## config.mk

```make
export PLATFORM = sky130hd
export DESIGN_NAME = mips_fetch_unit
export DESIGN_NICKNAME = d
export VERILOG_FILES = /design/src/rtl/mips_pkg.sv /design/src/rtl/mips_next_pc.sv /design/src/rtl/mips_fetch_unit.sv
export SDC_FILE = /design/constraint.sdc
export NUM_CORES = 1
export LEC_CHECK = 0
export ABC_CLOCK_PERIOD_IN_PS = 3400
export BUFFER_PORTS_ARGS = -buffer_cell sky130_fd_sc_hd__clkbuf_2
export CAP_MARGIN = 20
export CORE_MARGIN = 2
export CORE_UTILIZATION = 30
export DETAILED_ROUTE_END_ITERATION = 16
export GPL_ROUTABILITY_DRIVEN = 0
export GPL_TIMING_DRIVEN = 0
export SLEW_MARGIN = 20
export SYNTH_ARGS = -nofsm -noshare
export SYNTH_HDL_FRONTEND = slang
export SYNTH_SLANG_ARGS = --single-unit
```

## constraint.sdc

```tcl
create_clock -name clk -period 3.4 [get_ports clk]
set_input_delay 0.68 -clock clk [delete_from_list [all_inputs] [get_ports clk]]
set_output_delay 0.68 -clock clk [all_outputs]
set_load 0.05 [all_outputs]
```

## src/rtl/mips_pkg.sv

```systemverilog
// Shared constants and types for the MIPS fetch path: opcode encodings,
// datapath width and the fetch sequencer state encoding.
package mips_pkg;

  localparam int XLEN = 32;

  localparam logic [5:0] OP_RTYPE = 6'b000000;
  localparam logic [5:0] OP_LW    = 6'b100011;
  localparam logic [5:0] OP_SW    = 6'b101011;
  localparam logic [5:0] OP_BEQ   = 6'b000100;
  localparam logic [5:0] OP_ADDI  = 6'b001000;
  localparam logic [5:0] OP_J     = 6'b000010;

  // HALT is only ever entered when the fetch timeout is built in.
  typedef enum logic [1:0] {
    ST_FETCH = 2'd0,
    ST_ISSUE = 2'd1,
    ST_HALT  = 2'd2
  } fetch_state_e;

endpackage

```

## src/rtl/mips_next_pc.sv

```systemverilog
// Combinational next-PC select: jump beats taken branch beats sequential PC+4.
// All sums wrap modulo 2^32.
module mips_next_pc
  import mips_pkg::*;
(
  input  logic [XLEN-1:0] pc,
  input  logic [XLEN-1:0] ir,
  input  logic            jump,
  input  logic            branch,
  input  logic            zero,
  output logic [XLEN-1:0] next_pc
);

  logic [XLEN-1:0] pc4;
  logic [XLEN-1:0] jump_target;
  logic [XLEN-1:0] branch_target;

  assign pc4           = pc + 32'd4;
  assign jump_target   = {pc4[31:28], ir[25:0], 2'b00};
  assign branch_target = pc4 + {{14{ir[15]}}, ir[15:0], 2'b00};

  always_comb begin
    next_pc = pc4;
    if (jump) begin
      next_pc = jump_target;
    end else if (branch && zero) begin
      next_pc = branch_target;
    end
  end

endmodule

```

## src/rtl/mips_fetch_unit.sv

```systemverilog
// Instruction fetch sequencer: owns the PC, fetches over a req/ack handshake and
// issues the IR to the control unit. Define FETCH_TIMEOUT_EN for the ack timeout/HALT.
module mips_fetch_unit
  import mips_pkg::*;
#(
  parameter logic [XLEN-1:0] RESET_PC = 32'h0000_0000
`ifdef FETCH_TIMEOUT_EN
  ,
  parameter int TIMEOUT = 16
`endif
) (
  input  logic            clk,
  input  logic            rst_n,
  output logic            imem_req,
  output logic [XLEN-1:0] imem_addr,
  input  logic            imem_ack,
  input  logic [XLEN-1:0] imem_rdata,
  input  logic            stall_i,
  input  logic            jump_i,
  input  logic            branch_i,
  input  logic            zero_i,
  output logic [5:0]      opcode_o,
  output logic [XLEN-1:0] instr_o,
  output logic            instr_valid_o,
  output logic [XLEN-1:0] pc_o,
  output logic [XLEN-1:0] retire_cnt_o,
  output logic            fetch_err_o
);

  fetch_state_e    state, state_next;
  logic [XLEN-1:0] pc, ir, next_pc, retire_cnt;
  logic            req_q, valid_q;
  logic            take_ack, leave_issue, timeout_hit;

  // An ack only counts while our request is actually on the bus.
  assign take_ack    = (state == ST_FETCH) && req_q && imem_ack;
  assign leave_issue = (state == ST_ISSUE) && !stall_i;

  mips_next_pc u_next_pc (
    .pc      (pc),
    .ir      (ir),
    .jump    (jump_i),
    .branch  (branch_i),
    .zero    (zero_i),
    .next_pc (next_pc)
  );

`ifdef FETCH_TIMEOUT_EN
  localparam int CW = (TIMEOUT > 1) ? $clog2(TIMEOUT) : 1;
  localparam logic [CW-1:0] WAIT_LAST = CW'(TIMEOUT - 1);

  logic [CW-1:0] wait_cnt;
  logic          err_q;

  assign timeout_hit = (state == ST_FETCH) && req_q && !imem_ack && (wait_cnt == WAIT_LAST);

  // Counter only runs while a request waits; anything else clears it for the next fetch.
  always_ff @(posedge clk or negedge rst_n) begin
    if (!rst_n) begin
      wait_cnt <= '0;
      err_q    <= 1'b0;
    end else begin
      if ((state == ST_FETCH) && req_q && !imem_ack) begin
        wait_cnt <= wait_cnt + CW'(1);
      end else begin
        wait_cnt <= '0;
      end
      if (timeout_hit) begin
        err_q <= 1'b1;
      end
    end
  end

  assign fetch_err_o = err_q;
`else
  assign timeout_hit = 1'b0;
  assign fetch_err_o = 1'b0;
`endif

  always_ff @(posedge clk or negedge rst_n) begin
    if (!rst_n) begin
      state <= ST_FETCH;
    end else begin
      state <= state_next;
    end
  end

  always_comb begin
    state_next = state;
    case (state)
      ST_FETCH: begin
        if (take_ack) begin
          state_next = ST_ISSUE;
        end else if (timeout_hit) begin
          state_next = ST_HALT;
        end
      end
      ST_ISSUE: begin
        if (!stall_i) begin
          state_next = ST_FETCH;
        end
      end
      ST_HALT:  state_next = ST_HALT;
      default:  state_next = ST_FETCH;
    endcase
  end

  // req/valid are registered from the next state so they track the state one-for-one.
  always_ff @(posedge clk or negedge rst_n) begin
    if (!rst_n) begin
      pc         <= RESET_PC;
      ir         <= '0;
      retire_cnt <= '0;
      req_q      <= 1'b0;
      valid_q    <= 1'b0;
    end else begin
      req_q   <= (state_next == ST_FETCH);
      valid_q <= (state_next == ST_ISSUE);
      if (take_ack) begin
        ir <= imem_rdata;
      end
      if (leave_issue) begin
        pc         <= next_pc;
        retire_cnt <= retire_cnt + 32'd1;
      end
    end
  end

  assign imem_req      = req_q;
  assign imem_addr     = pc;
  assign opcode_o      = ir[31:26];
  assign instr_o       = ir;
  assign instr_valid_o = valid_q;
  assign pc_o          = pc;
  assign retire_cnt_o  = retire_cnt;

endmodule

```

[Yosys cells after proc, flatten, opt, wreduce, memory -nomap -nowiden]
Cells that the tools add are included.
Storage, ports and cells
  bits in registers: 100
  input bits: 39
Cells by class
  reductions and logical operators: 7
  add/sub/neg operators: 3
  mux-type cells: 5
  eq/ne operators: 3
Operators with widths (number)
  32-bit 2-to-1 mux: 2
  32-bit by 1-bit adder with 32-bit output (second input constant): 1
  32-bit by 3-bit adder with 32-bit output (second input constant): 1
  32-bit adder: 1
  2-bit one-hot mux with 3 select lines: 1
  2-bit by 1-bit equality test with 1-bit output (second input constant): 2
  1-bit logical AND: 4
  2-bit zero test: 2
  2-bit 2-to-1 mux: 2
  2-bit equality test (second input constant): 1
  1-bit zero test: 1

[Longest topological paths before layout]
  depth in word-level cells: 6
  depth in mapped cells: 18

[By module]
Synthesis repeated with hierarchy kept, for this count alone.
Second synthesis, totals
  cells, all modules: 720
  area, all modules: 7123.1 µm²
Modules (own cells, without submodules)
  mips_fetch_unit: times used 1, cells an instance 324, area an instance 4335.4 µm²
  mips_next_pc: times used 1, cells an instance 396, area an instance 2787.7 µm²

[Worst setup path before layout]
No wires, ideal clock.
  path kind: reg-to-reg
  start: reg pc[4] (netlist: imem_addr[4])
  end: reg pc[29] (netlist: imem_addr[29])
  period minus slack after synthesis: 4.112 ns
  cell stages (with the launch flop): 17
  path slack: -0.712 ns
  arrival: 3.975 ns
  path buffers: 2
  cell sequence: dfrtp_1 -> and4_1 -> and3_1 -> buf_4 -> nand3_2 -> or2_1 -> buf_6 -> or3_1 -> xnor2_1 -> ha_1 -> o21ai_0 -> a21oi_1 -> a311o_1 -> a41o_1 -> a21o_1 -> a2111oi_0 -> nor3_1
Between the ends
  cells in the longest elaborated chain, start to end: 4
RTL lines
  from (decl): line mips_fetch_unit.sv:31  | logic [XLEN-1:0] pc, ir, next_pc, retire_cnt;
  from (signal assigned): line mips_fetch_unit.sv:123  | pc <= next_pc;
  32-bit by 3-bit adder with 32-bit output *: line mips_next_pc.sv:18  | assign pc4 = pc + 32'd4;
  32-bit adder: line mips_next_pc.sv:20  | assign branch_target = pc4 + {{14{ir[15]}}, ir[15:0], 2'b00};
  32-bit 2-to-1 mux: line mips_next_pc.sv:26  | end else if (branch && zero) begin
  32-bit 2-to-1 mux *: line mips_next_pc.sv:24  | if (jump) begin
Mark *: on every way between the ends. The rest lies on a longest branch, timed or not.
A chain may end at the register's enable or synchronous reset.

[Worst setup path in the final report]
  start: reg pc[6] (netlist: imem_addr[6])
  end: reg pc[29] (netlist: imem_addr[29])
Same word-level chain as after synthesis.

==> reports/metrics.yaml <==
status: "complete, but fails checks"
violations: "negative setup slack"
drtIter0Drc: 416
synth_cell_type_count: 62
grt_pass1_wl_mm: 33.3
critPathLaunchType: "flop"
grt_pass1_vias: 6119
dieHeight_um: 154
clock.fmax_mhz: 271
final_cell_mix: "169 x clkbuf_2, 87 x dfrtp_1, 75 x buf_4"
max_slew.worst_pin.slew_ns: 0.837
yosysTopAreaCell: "dfrtp_1"
num_rows: 54
clk_path_buf_depth: 2
critPathMaxFanout: 5
routed_wl_mm: 21.4
netlist_area_mm2: 0.00676
numCtsBuffers: 9
synthTopCellsByArea: "dfrtp_1 36%, ha_1 7.0%, xnor2_1 6.9%"
drt_pass1_iterations: 5
synth_mux_area_frac: 0.0580
clock_sinks: 98
synth_edf_count: 0
clk_latency_ns: 0.36
critPathArrivalTime_ns: 3.94
hold_path_class: "in -> async"
drive_gt1_frac: 0.375
die_width_um: 154
ant_nets: 0
final_cells: 1246
routedWlPerCell_um: 17.1
synth-adder-area-share: 0.0733
synth_seq_area_share: 0.363
postSynthCellCount: 742
fin_crit_sh: 1.09
setup_violations: 10
dieArea_mm2: 0.0237
diodes: 0
syn_area_per_cell_um2: 9.11
route.detailed.drc: 0
initial_utilization: 0.308
ctsHoldBuffers: 0
dp_cells: 1197
slew_violations: 0
gr-usage-all-layers: 0.177
cp.required_ns: 3.64
antenna_found_initial: 0
layout_commonest_cell: "clkbuf_2"
endpoint_kind: "flop"
vias: 6400
criticalPathCategory: "reg -> reg"
core_area_mm2: 0.0220
htree_levels: 3
io_pins: 176
slew_headroom: 0.440
rsz0062_at_grt: "yes"
cts_tree: "yes"
yosys_warnings: 0
clk_pin_slew_worst_paths_ns: 0.08
grt_overflow: 0
finalWorstSetupSlack_ns: -0.296
fin_hold_ws_ns: 0.250
nFillCells: 2196
vias_per_cell: 5.14
synthSimpleGateAreaFrac: 0.172
io_buffers: 170
ctsRootBufferMaster: "clkbuf_16"
fin_nets: 1039
synthFlopType: "dfrtp_1"
synth_top_area_frac: 0.363
hold_violations: 0
fin_worst_skew_ns: 0.0129
finalCriticalPeriod_ns: 3.70
synth_top_family_by_area: "simple AND/OR/NAND/NOR gates"
synth-async-reset-ratio: 1.00
syn2layout_area_growth_pct: 32.1
grt_max_degree: 51
synthXorXnorAreaFrac: 0.105
yosys_register_bits: 98
hpwl_mm: 15.3
synth_compound_area_frac: 0.157
utilization: 0.406
drv_cap: 0
preCtsSetupSlack_ns: -0.649
==> flip-flops by register name, summed over array words and instances (netlist names) <==
name / count
imem_req: 1
retire_cnt_o: 32
state: 2
imem_addr: 30
instr_o: 32
instr_valid_o: 1
==> cells in the mapped netlist (all sizes together) (19+ instances only) <==
| library cell | number |
|---|---|
| mux2 | 33 |
| nand3 | 33 |
| dfrtp | 98 |
| ha | 38 |
| nor2 | 53 |
| xnor2 | 53 |
| a21oi | 47 |
| nand2 | 72 |
| xor2 | 28 |
| o21ai | 36 |
| buf | 45 |
| a21o | 19 |
| clkbuf | 23 |
==> final timing paths <==
check,from,endpoint,slack [ns],depth (start not counted)
setup reg to reg,imem_addr[6],imem_addr[29],-0.30,14
min in group clk,retire_cnt_o[31],retire_cnt_o[31],0.47,1
hold reg to reg,retire_cnt_o[31],retire_cnt_o[31],0.47,1
max in group asynchronous,rst_n,imem_addr[11],2.53,2
setup / recovery,imem_addr[6],imem_addr[29],-0.30,14
hold / removal,rst_n,retire_cnt_o[16],0.25,1
==> final cells by class <==
class | count | area [µm²] | share of cell area
Buffer | 64 | 395 | 0.0443
Clock buffer | 9 | 225 | 0.0252
Clock inverter | 7 | 62.6 | 0.00701
Inverter | 17 | 63.8 | 0.00715
Multi-Input combinational cell | 563 | 4190 | 0.469
Sequential cell | 98 | 2470 | 0.276
Tap cell | 280 | 350 | 0.0393
Timing Repair Buffer | 208 | 1180 | 0.132
==> cells by family (layout without fill, tap and decap cells) <==
logic type / count (synthesis) / after routing
AO/OA/AOI/OAI: 164 / 164
buffers and inverters: 85 / 305
multiplexers: 35 / 35
flip-flops: 98 / 98
adder cells (fa/ha/maj): 39 / 39
XOR/XNOR: 81 / 81
AND/OR/NAND/NOR: 239 / 239
other: 1 / 5
==> timing repair <==
action,CTS,global route
endpoints found under the setup margin,19,16
pin swaps,22,27
buffers inserted,27,10
resized for setup,34,30
==> per-layer routing <==
metal | routed length, µm | vias to the layer above | GRT usage
met5 | 0 | - | 0
met3 | 1140 | 22 | 0.0276
met2 | 10300 | 213 | 0.298
met1 | 9500 | 3130 | 0.235
met4 | 379 | 0 | 0.0538
li1 | - | 3035 | -
==> through the flow <==
step                      instance area, µm²  setup TNS [ns]
after floorplan                         6820           -1.93
after CTS                               8720           -1.41
after global routing                    8920           -3.13
after detailed placement                8060           -5.79
final                                   8920           -1.64
after global placement                  8030           -5.92
==> worst max-delay path: stages (launching register included) <==
cell       delay, ns
dfrtp_2         0.38
and4_4          0.23
and3_4          0.24
nand3_4         0.10
or2_4           0.29
or3_4           0.41
xnor2_4         0.25
ha_4            0.25
o21ai_2         0.14
a21oi_2         0.05
a311o_1         0.31
a41o_1          0.24
a21o_1          0.21
a2111oi_2       0.37
nor3_1          0.11
Power is left out: the tool's default activity adds up to more than one toggle a clock period on the data nets, which glitch-free logic cannot reach.
